[src/rtl/riscv_mem_pkg.sv]
// Shared MEM-stage definitions for the load controller and the store formatter.
package riscv_mem_pkg;

    localparam logic [2:0] F3_LB  = 3'b000;
    localparam logic [2:0] F3_LH  = 3'b001;
    localparam logic [2:0] F3_LW  = 3'b010;
    localparam logic [2:0] F3_LBU = 3'b100;
    localparam logic [2:0] F3_LHU = 3'b101;
    localparam logic [2:0] F3_SB  = 3'b000;
    localparam logic [2:0] F3_SH  = 3'b001;
    localparam logic [2:0] F3_SW  = 3'b010;

    localparam int WORD_OFFSET_BITS = 2;

    typedef enum logic [1:0] {
        IDLE = 2'd0,
        REQ  = 2'd1,
        DONE = 2'd2,
        ERR  = 2'd3
    } load_state_t;

    // Illegal load encodings are reported through the same path as misalignment.
    function automatic logic load_access_bad(input logic [2:0] f3, input logic [1:0] off);
        case (f3)
            F3_LB, F3_LBU: return 1'b0;
            F3_LH, F3_LHU: return off[0];
            F3_LW:         return off != 2'b00;
            default:       return 1'b1;
        endcase
    endfunction

endpackage

[src/rtl/load_extend.sv]
// Selects the addressed byte/halfword/word from a cache word and sign/zero extends it.
module load_extend
    import riscv_mem_pkg::*;
(
    input  logic [2:0]  func3,
    input  logic [1:0]  offset,
    input  logic [31:0] word,
    output logic [31:0] result
);

    logic [7:0]  byte_sel;
    logic [15:0] half_sel;

    assign byte_sel = word[{offset, 3'b000} +: 8];
    assign half_sel = word[{offset[1], 4'b0000} +: 16];

    always_comb begin
        result = word;
        case (func3)
            F3_LB:   result = {{24{byte_sel[7]}}, byte_sel};
            F3_LBU:  result = {24'h0, byte_sel};
            F3_LH:   result = {{16{half_sel[15]}}, half_sel};
            F3_LHU:  result = {16'h0, half_sel};
            default: result = word;
        endcase
    end

endmodule

[src/rtl/load_data_controller.sv]
// MEM-stage load controller: issues a word-aligned cache read, waits out misses,
// and returns the extended result with a one-cycle valid pulse.
//
//  state | meaning
//  IDLE  | waiting for load_req
//  REQ   | read strobe asserted, waiting for mem_busy to drop
//  DONE  | load_valid pulse cycle
//  ERR   | misaligned or timeout pulse cycle
module load_data_controller
    import riscv_mem_pkg::*;
#(
    parameter int MAX_WAIT  = 255,
    parameter int CNT_WIDTH = 8
) (
    input  logic        clk,
    input  logic        reset,
    input  logic        load_req,
    input  logic [2:0]  func3,
    input  logic [31:0] address,
    output logic        mem_read,
    output logic [31:0] mem_address,
    input  logic        mem_busy,
    input  logic [31:0] mem_readdata,
    output logic [31:0] load_data,
    output logic        load_valid,
    output logic        busy,
    output logic        misaligned,
    output logic        timeout
);

    localparam logic [CNT_WIDTH-1:0] WAIT_LAST = CNT_WIDTH'(MAX_WAIT - 1);

    load_state_t          state;
    logic [2:0]           func3_q;
    logic [31:0]          addr_q;
    logic [CNT_WIDTH-1:0] wait_cnt;
    logic [31:0]          ext_word;

    load_extend u_extend (
        .func3  (func3_q),
        .offset (addr_q[WORD_OFFSET_BITS-1:0]),
        .word   (mem_readdata),
        .result (ext_word)
    );

    // addr_q only changes at acceptance, so the cache address is stable through REQ.
    assign mem_address = {addr_q[31:WORD_OFFSET_BITS], {WORD_OFFSET_BITS{1'b0}}};

    always_ff @(posedge clk) begin
        if (reset) begin
            state      <= IDLE;
            func3_q    <= 3'b000;
            addr_q     <= 32'h0;
            wait_cnt   <= '0;
            mem_read   <= 1'b0;
            load_data  <= 32'h0;
            load_valid <= 1'b0;
            busy       <= 1'b0;
            misaligned <= 1'b0;
            timeout    <= 1'b0;
        end else begin
            load_valid <= 1'b0;
            misaligned <= 1'b0;
            timeout    <= 1'b0;
            case (state)
                IDLE: begin
                    if (load_req) begin
                        func3_q <= func3;
                        addr_q  <= address;
                        busy    <= 1'b1;
                        if (load_access_bad(func3, address[WORD_OFFSET_BITS-1:0])) begin
                            misaligned <= 1'b1;
                            state      <= ERR;
                        end else begin
                            wait_cnt <= '0;
                            mem_read <= 1'b1;
                            state    <= REQ;
                        end
                    end
                end
                REQ: begin
                    if (!mem_busy) begin
                        load_data  <= ext_word;
                        load_valid <= 1'b1;
                        mem_read   <= 1'b0;
                        state      <= DONE;
                    end else if (wait_cnt == WAIT_LAST) begin
                        timeout  <= 1'b1;
                        mem_read <= 1'b0;
                        state    <= ERR;
                    end else begin
                        wait_cnt <= wait_cnt + 1'b1;
                    end
                end
                DONE, ERR: begin
                    busy  <= 1'b0;
                    state <= IDLE;
                end
                default: begin
                    mem_read <= 1'b0;
                    busy     <= 1'b0;
                    state    <= IDLE;
                end
            endcase
        end
    end

endmodule

[config.mk]
export PLATFORM = sky130hd
export DESIGN_NAME = load_data_controller
export DESIGN_NICKNAME = d
export VERILOG_FILES = /design/src/rtl/riscv_mem_pkg.sv /design/src/rtl/load_extend.sv /design/src/rtl/load_data_controller.sv
export SDC_FILE = /design/constraint.sdc
export NUM_CORES = 1
export LEC_CHECK = 0
export BUFFER_PORTS_ARGS = -buffer_cell sky130_fd_sc_hd__buf_2
export CAP_MARGIN = 20
export CELL_PAD_IN_SITES_DETAIL_PLACEMENT = 1
export CELL_PAD_IN_SITES_GLOBAL_PLACEMENT = 2
export CORE_MARGIN = 3
export CORE_UTILIZATION = 29
export DETAILED_ROUTE_END_ITERATION = 10
export PLACE_DENSITY = 0.9
export SKIP_CTS_REPAIR_TIMING = 1
export SLEW_MARGIN = 10
export SYNTH_ARGS = -nofsm -noshare
export SYNTH_HDL_FRONTEND = slang
export SYNTH_SLANG_ARGS = --single-unit
export TNS_END_PERCENT = 100
[constraint.sdc]
create_clock -name clk -period 2.3 [get_ports clk]
set_input_delay 0.345 -clock clk [delete_from_list [all_inputs] [get_ports clk]]
set_output_delay 0.345 -clock clk [all_outputs]
set_load 0.005 [all_outputs]
==> results.ini, run 1 <==
[run_status]
status=complete, no violations

[routing]
drt_pass1_iterations=4
remaining_drc_errors=0
drt_iter0_drc=116
antenna_violating_nets_post_route=0
drt_wl_total_um=12120
vias=3636
wl_per_cell_um=16.20
viasPerCell=4.861

[sta]
fmax_ghz=0.4871
fin_crit_sh=0.8926
layout_setup_ws_ns=0.2470
hold_violations=0
relSlewSlack=0.4115
setup_viol=0
tightest_slew_ns=0.8818
fin_skew_ns=0.004939
drv_slew=0
rsz0062_at_grt=false
min_period_ns=2.053
tns_ns=0

[global_routing]
grt_antenna_before_repair=0
first_global_vias=3792
grt_first_pass_wirelength_um=19710
grt_start_max_net_pins=83
grt_usage=0.1698
overflow=0

[final_layout]
final_layout_size_suffix_gt1_frac=0.3490
fill_cells=1591
final_util=0.3727
nets=644
design_area_mm2=0.004780
multi_input_area_mm2=0.001826
diodes=0
syn2layout_area_growth_pct=23.99
seq_area_mm2=0.001642

[cts]
clk_pin_slew_ns=0.06
cts_tree=done
cts-root-buf=clkbuf_16
clk_latency_ns=0.34
numCtsBuffers=9
ctsHtreeMaxLevel=3
cts_buffer_depth=2
clkSinkCount=82

[placement]
dp_hpwl_um=9063
portBuffers=137
detailedPlace.worstSlack_ns=0.2462
post_dp_cell_area_mm2=0.004474
finalWeightedCongestion=0.8668

[floorplan]
dieWidth_um=121.3
dieHeight_um=121.3
rows=41
initial_utilization=0.3006
fp.coreArea_mm2=0.01282
num_io_pins=140
die-area_mm2=0.01471

[setup_path]
worstSetupStartpointType=flip-flop
critPathKind=reg2reg
end_kind=flip-flop
critPathMaxFanout=16
r2r_cells=5
crit_required_ns=2.47
crit_arrival_ns=2.22

[yosys]
ys_ff_latch=82
synth_area_mm2=0.003855
yosysUniqueCellTypes=47
synth_cells=476
synth.avg_cell_area_um2=8.099
synth-seq-area-share=0.4258
synth_warnings=0

[min_path]
hold_path.class=in2reg
whs_path_depth=3

[pwr]
powerDensity_mw_per_mm2=745.3
leakage_nw=1.961
irDropWorstVdd_v=0.0003425
finalPower_mw=3.562

[flow_run]
cap_violations=0

flip-flops by register name, indices dropped and copies added, names as in the netlist:
name and flops:
timeout 1, addr_q 32, misaligned 1, load_valid 1, load_data 32, func3_q 3
state 2, wait_cnt 8, busy 1, mem_read 1
area by class of cell:
class | instances | area share
Clock buffer | 11 | 0.05288
Clock inverter | 5 | 0.01099
Inverter | 5 | 0.003927
Multi-Input combinational cell | 326 | 0.3819
Sequential cell | 82 | 0.3435
Tap cell | 172 | 0.04503
Timing Repair Buffer | 147 | 0.1618
worst paths after layout:
kind / startpoint / endpoint / slack, ns
setup / recovery: addr_q[1]$_SDFFE_PP0P_ / load_data[18]$_SDFFE_PP0P_ / 0.25
hold / removal: address[21] / addr_q[21]$_SDFFE_PP0P_ / 0.24
setup reg to reg: addr_q[1]$_SDFFE_PP0P_ / load_data[18]$_SDFFE_PP0P_ / 0.25
hold reg to reg: addr_q[16]$_SDFFE_PP0P_ / addr_q[16]$_SDFFE_PP0P_ / 0.45
layout by cell type (no fill, tap or decap), types with 2 or more instances in the layout:
master,Yosys,layout
clkinv_2,0,3
nand2b_1,4,4
a221oi_2,8,8
a211oi_2,10,10
a21oi_1,52,52
nor3_1,7,7
nand3_1,3,3
nor2b_1,2,2
buf_4,32,9
ha_1,2,2
nor3b_1,7,7
nor4_1,2,2
o211ai_1,7,7
nand2_1,119,119
a211oi_1,7,7
clkbuf_8,0,2
clkbuf_16,0,9
inv_1,5,5
mux2_2,8,8
nor2_2,2,2
conb_1,1,2
buf_2,4,137
o21ai_0,20,20
and2_1,2,2
a21oi_2,2,2
dfxtp_1,82,82
nor2_1,40,40
synthesized netlist by cell type (all sizes together):
cell type,instances,share of area
a2111oi,2,0.0062
a211oi,17,0.046
a21oi,54,0.072
a221oi,8,0.031
a311oi,1,0.0023
a31o,1,0.0023
a41o,1,0.0026
a41oi,1,0.0023
and2,2,0.0032
and4,1,0.0023
buf,39,0.072
clkbuf,25,0.024
conb,1,0.00097
dfxtp,82,0.43
ha,2,0.0065
inv,5,0.0049
mux2,8,0.023
mux2i,1,0.0026
nand2,119,0.12
nand2b,4,0.0065
nand3,3,0.0039
nand3b,1,0.0019
nand4,1,0.0016
nor2,42,0.042
nor2b,2,0.0032
nor3,9,0.016
nor3b,8,0.019
nor4,3,0.0065
o2111ai,1,0.0023
o211ai,7,0.014
o21ai,21,0.028
o22ai,1,0.0016
or3,1,0.0016
or4,1,0.0029
xnor2,1,0.0023
worst max-delay path, stage by stage, from the launching register on:
cell      delay [ns]
dfxtp_1         0.41
mux2_2          0.39
o211ai_1        0.13
a21oi_2         0.09
nor2_2          0.69
a211oi_2        0.17
layer usage:
metal,track usage,up-vias,wire length (um)
met5,0,-,0
li1,-,1776,-
met4,0.07983,0,316
met3,0.03683,20,717
met2,0.2839,106,5875
met1,0.2071,1734,5209
through the flow:
step           std cells  hold slack [ns]
2_1_floorplan        477           0.4367
5_1_grt              748           0.2423
3_3_place_gp         732           0.4399
3_5_place_dp         732           0.4444
4_1_cts              748           0.2315
6_report             748           0.2408
logic make-up (layout without fill, tap and decap cells):
group | after synthesis | count (layout) | synth area share
simple gates | 197 | 197 | 0.2262
compound gates | 115 | 115 | 0.2107
flops | 82 | 82 | 0.4258
buf+inv | 69 | 168 | 0.1016
mux | 9 | 9 | 0.02597
fa+ha+maj | 2 | 2 | 0.006490
other cells | 1 | 2 | 0.0009728
xor+xnor | 1 | 1 | 0.002272
power breakdown:
group          internal, mW  leakage (nW)  switching (mW)
clock network         0.894         0.151           0.567
logic                 0.223          1.14           0.318
registers              1.51         0.669          0.0552
Note: power is estimated with default switching activity, not from simulation.
==> run 2: changes to the inputs <==
--- a/config.mk
+++ b/config.mk
@@ -5,14 +5,14 @@
 export SDC_FILE = /design/constraint.sdc
 export NUM_CORES = 1
 export LEC_CHECK = 0
-export BUFFER_PORTS_ARGS = -buffer_cell sky130_fd_sc_hd__buf_2
 export CAP_MARGIN = 20
 export CELL_PAD_IN_SITES_DETAIL_PLACEMENT = 1
 export CELL_PAD_IN_SITES_GLOBAL_PLACEMENT = 2
 export CORE_MARGIN = 3
-export CORE_UTILIZATION = 29
+export CORE_UTILIZATION = 35
 export DETAILED_ROUTE_END_ITERATION = 10
-export PLACE_DENSITY = 0.9
+export DONT_BUFFER_PORTS = 1
+export PLACE_DENSITY = 0.86
 export SKIP_CTS_REPAIR_TIMING = 1
 export SLEW_MARGIN = 10
 export SYNTH_ARGS = -nofsm -noshare
==> constraint.sdc (replaced) <==
create_clock -name clk -period 2.17 [get_ports clk]
set_input_delay 0.3255 -clock clk [delete_from_list [all_inputs] [get_ports clk]]
set_output_delay 0.3255 -clock clk [all_outputs]
set_load 0.005 [all_outputs]
==> results.ini, run 2 (synthesized netlist as in run 1, its figures left out) <==
[routing]
drt_pass1_iterations=4  ; unchanged
wl_per_cell_um=18.55  ; +14%
vias=3085  ; -15%
antenna_violating_nets_post_route=0  ; unchanged
remaining_drc_errors=0  ; unchanged
viasPerCell=5.365  ; +10%
drt_iter0_drc=153  ; +32%
drt_wl_total_um=10660  ; -12%

[setup_path]
critPathLaunch=addr_q[1]$_SDFFE_PP0P_
critPathMaxFanout=6  ; -10
cp_slowest_stage_delay_ns=0.52  ; -0.17 ns
reg2reg_to=load_data[7]$_SDFFE_PP0P_
slowest_stage=a2111oi_0
end_kind=flip-flop
critPathKind=reg2reg
crit_required_ns=2.39  ; -0.08 ns
r2r_cells=5  ; unchanged
path_cells=mux2_2 > nand2_1 > o21ai_0 > a2111oi_0 > nor3_1
worstSetupStartpointType=flip-flop
reg2reg_slack_ns=0.39  ; +0.15 ns
r2r_start=addr_q[1]$_SDFFE_PP0P_
crit_arrival_ns=2.00  ; -0.22 ns
cp-endpoint=load_data[7]$_SDFFE_PP0P_

[global_routing]
grt_usage=0.1788  ; +0.009033
first_global_vias=3226  ; -15%
overflow=0  ; unchanged
grt_start_max_net_pins=83  ; unchanged
grt_first_pass_wirelength_um=17830  ; -9.5%
grt_antenna_before_repair=0  ; unchanged

[placement]
finalWeightedCongestion=0.7923  ; -8.6%
dp_hpwl_um=7784  ; -14%
portBuffers=0  ; -100%

[final_layout]
final_common_cell=nand2_1
reg.largest.list=addr_q (32), load_data (32), wait_cnt (8)
syn2layout_area_growth_pct=3.473
final_layout_size_suffix_gt1_frac=0.1435  ; -0.2055
mostFrequentLayoutCells=119 x nand2_1, 82 x dfxtp_1, 52 x a21oi_1
nets=507  ; -21%
diodes=0  ; unchanged
final_util=0.3796  ; +0.006886

[cts]
cts_tree=done
clk_latency_ns=0.36  ; +0.02 ns
clkSinkCount=82  ; unchanged
numCtsBuffers=9  ; unchanged
clk_pin_slew_ns=0.09  ; +0.03 ns
ctsHtreeMaxLevel=3  ; unchanged
cts-root-buf=clkbuf_8
cts_buffer_depth=2  ; unchanged

[pwr]
irDropWorstVdd_v=0.0003047  ; -11%
powerDensity_mw_per_mm2=859.9  ; +15%
finalPower_mw=3.430  ; -3.7%
leakage_nw=1.297  ; -34%

[floorplan]
die-area_mm2=0.01231  ; -16%
initial_utilization=0.3668  ; +0.06624
dieWidth_um=111.0  ; -8.5%
num_io_pins=140  ; unchanged
fp.coreArea_mm2=0.01051  ; -18%
rows=37  ; -9.8%
dieHeight_um=111.0  ; -8.5%

[sta]
fin_skew_ns=0.009546  ; +0.004607 ns
tightest_slew_ns=0.5247  ; -0.3571 ns
fin_crit_sh=0.8190  ; -0.07359
tns_ns=0  ; unchanged
min_period_ns=1.777  ; -0.2757 ns
rsz0062_at_grt=false
relSlewSlack=0.6412  ; +0.2296
hold_violations=0  ; unchanged
drv_slew=0  ; unchanged
setup_viol=0  ; unchanged
fmax_ghz=0.5627  ; +16%

[run_status]
status=complete, no violations

[min_path]
hold_path.class=in2reg

[flow_run]
cap_violations=0  ; unchanged

## run 2: routing by layer
layer,vias to the layer above,part of all wire,GRT usage
met1,1461,0.42,0.2178
met5,-,0,0
met4,0,0.021,0.07307
li1,1507,-,-
met2,99,0.47,0.2836
met3,18,0.089,0.06823
## run 2: worst min-delay path by stage
stage | slack (ns) | to | depth (start not counted) | startpoint
after floorplan | 0.44 | addr_q[10]$_SDFFE_PP0P_ | 2 | addr_q[10]$_SDFFE_PP0P_
after CTS | 0.009 | addr_q[10]$_SDFFE_PP0P_ | 1 | reset
after detailed placement | 0.41 | load_data[24]$_SDFFE_PP0P_ | 1 | reset
after global routing | 0.0003 | addr_q[14]$_SDFFE_PP0P_ | 1 | reset
final | 0.02 | load_data[23]$_SDFFE_PP0P_ | 1 | reset
after global placement | 0.40 | addr_q[13]$_SDFFE_PP0P_ | 1 | reset
## run 2: final cells by class
type	count	area, um2
fill	1264	6520
timing repair buffer	10	75.07
tap	136	170.2
clock inverter	4	97.59
multi-input combinational	326	1831
sequential	82	1642
inverter	5	18.77
clock buffer	12	155.1
## run 2: report_power, final
part | leakage [nW] | switching, mW | internal [mW]
clock | 0.123 | 0.558 | 0.828
sequential | 0.669 | 0.0844 | 1.59
combinational | 0.505 | 0.222 | 0.142
total | 1.30 | 0.865 | 2.56
## run 2: per-stage QoR
| step | worst slack [ns] | instance area (um2) | hold slack [ns] | cells |
|---|---|---|---|---|
| CTS | 0.08991 | 3984 | 0.008931 | 575 |
| global placement | 0.1945 | 3731 | 0.4038 | 559 |
| floorplan | 0.5719 | 3859 | 0.4367 | 477 |
| finish | 0.3928 | 3989 | 0.02077 | 575 |
| detailed placement | 0.1109 | 3731 | 0.4050 | 559 |
| global route | 0.2313 | 3989 | 0.0002759 | 575 |
## run 2: worst max-delay path, delay by kind of cell (launching register included)
family	cells	cell delay, ns
flops	1	0.44
mux	1	0.39
simple gates	2	0.21
compound gates	2	0.60
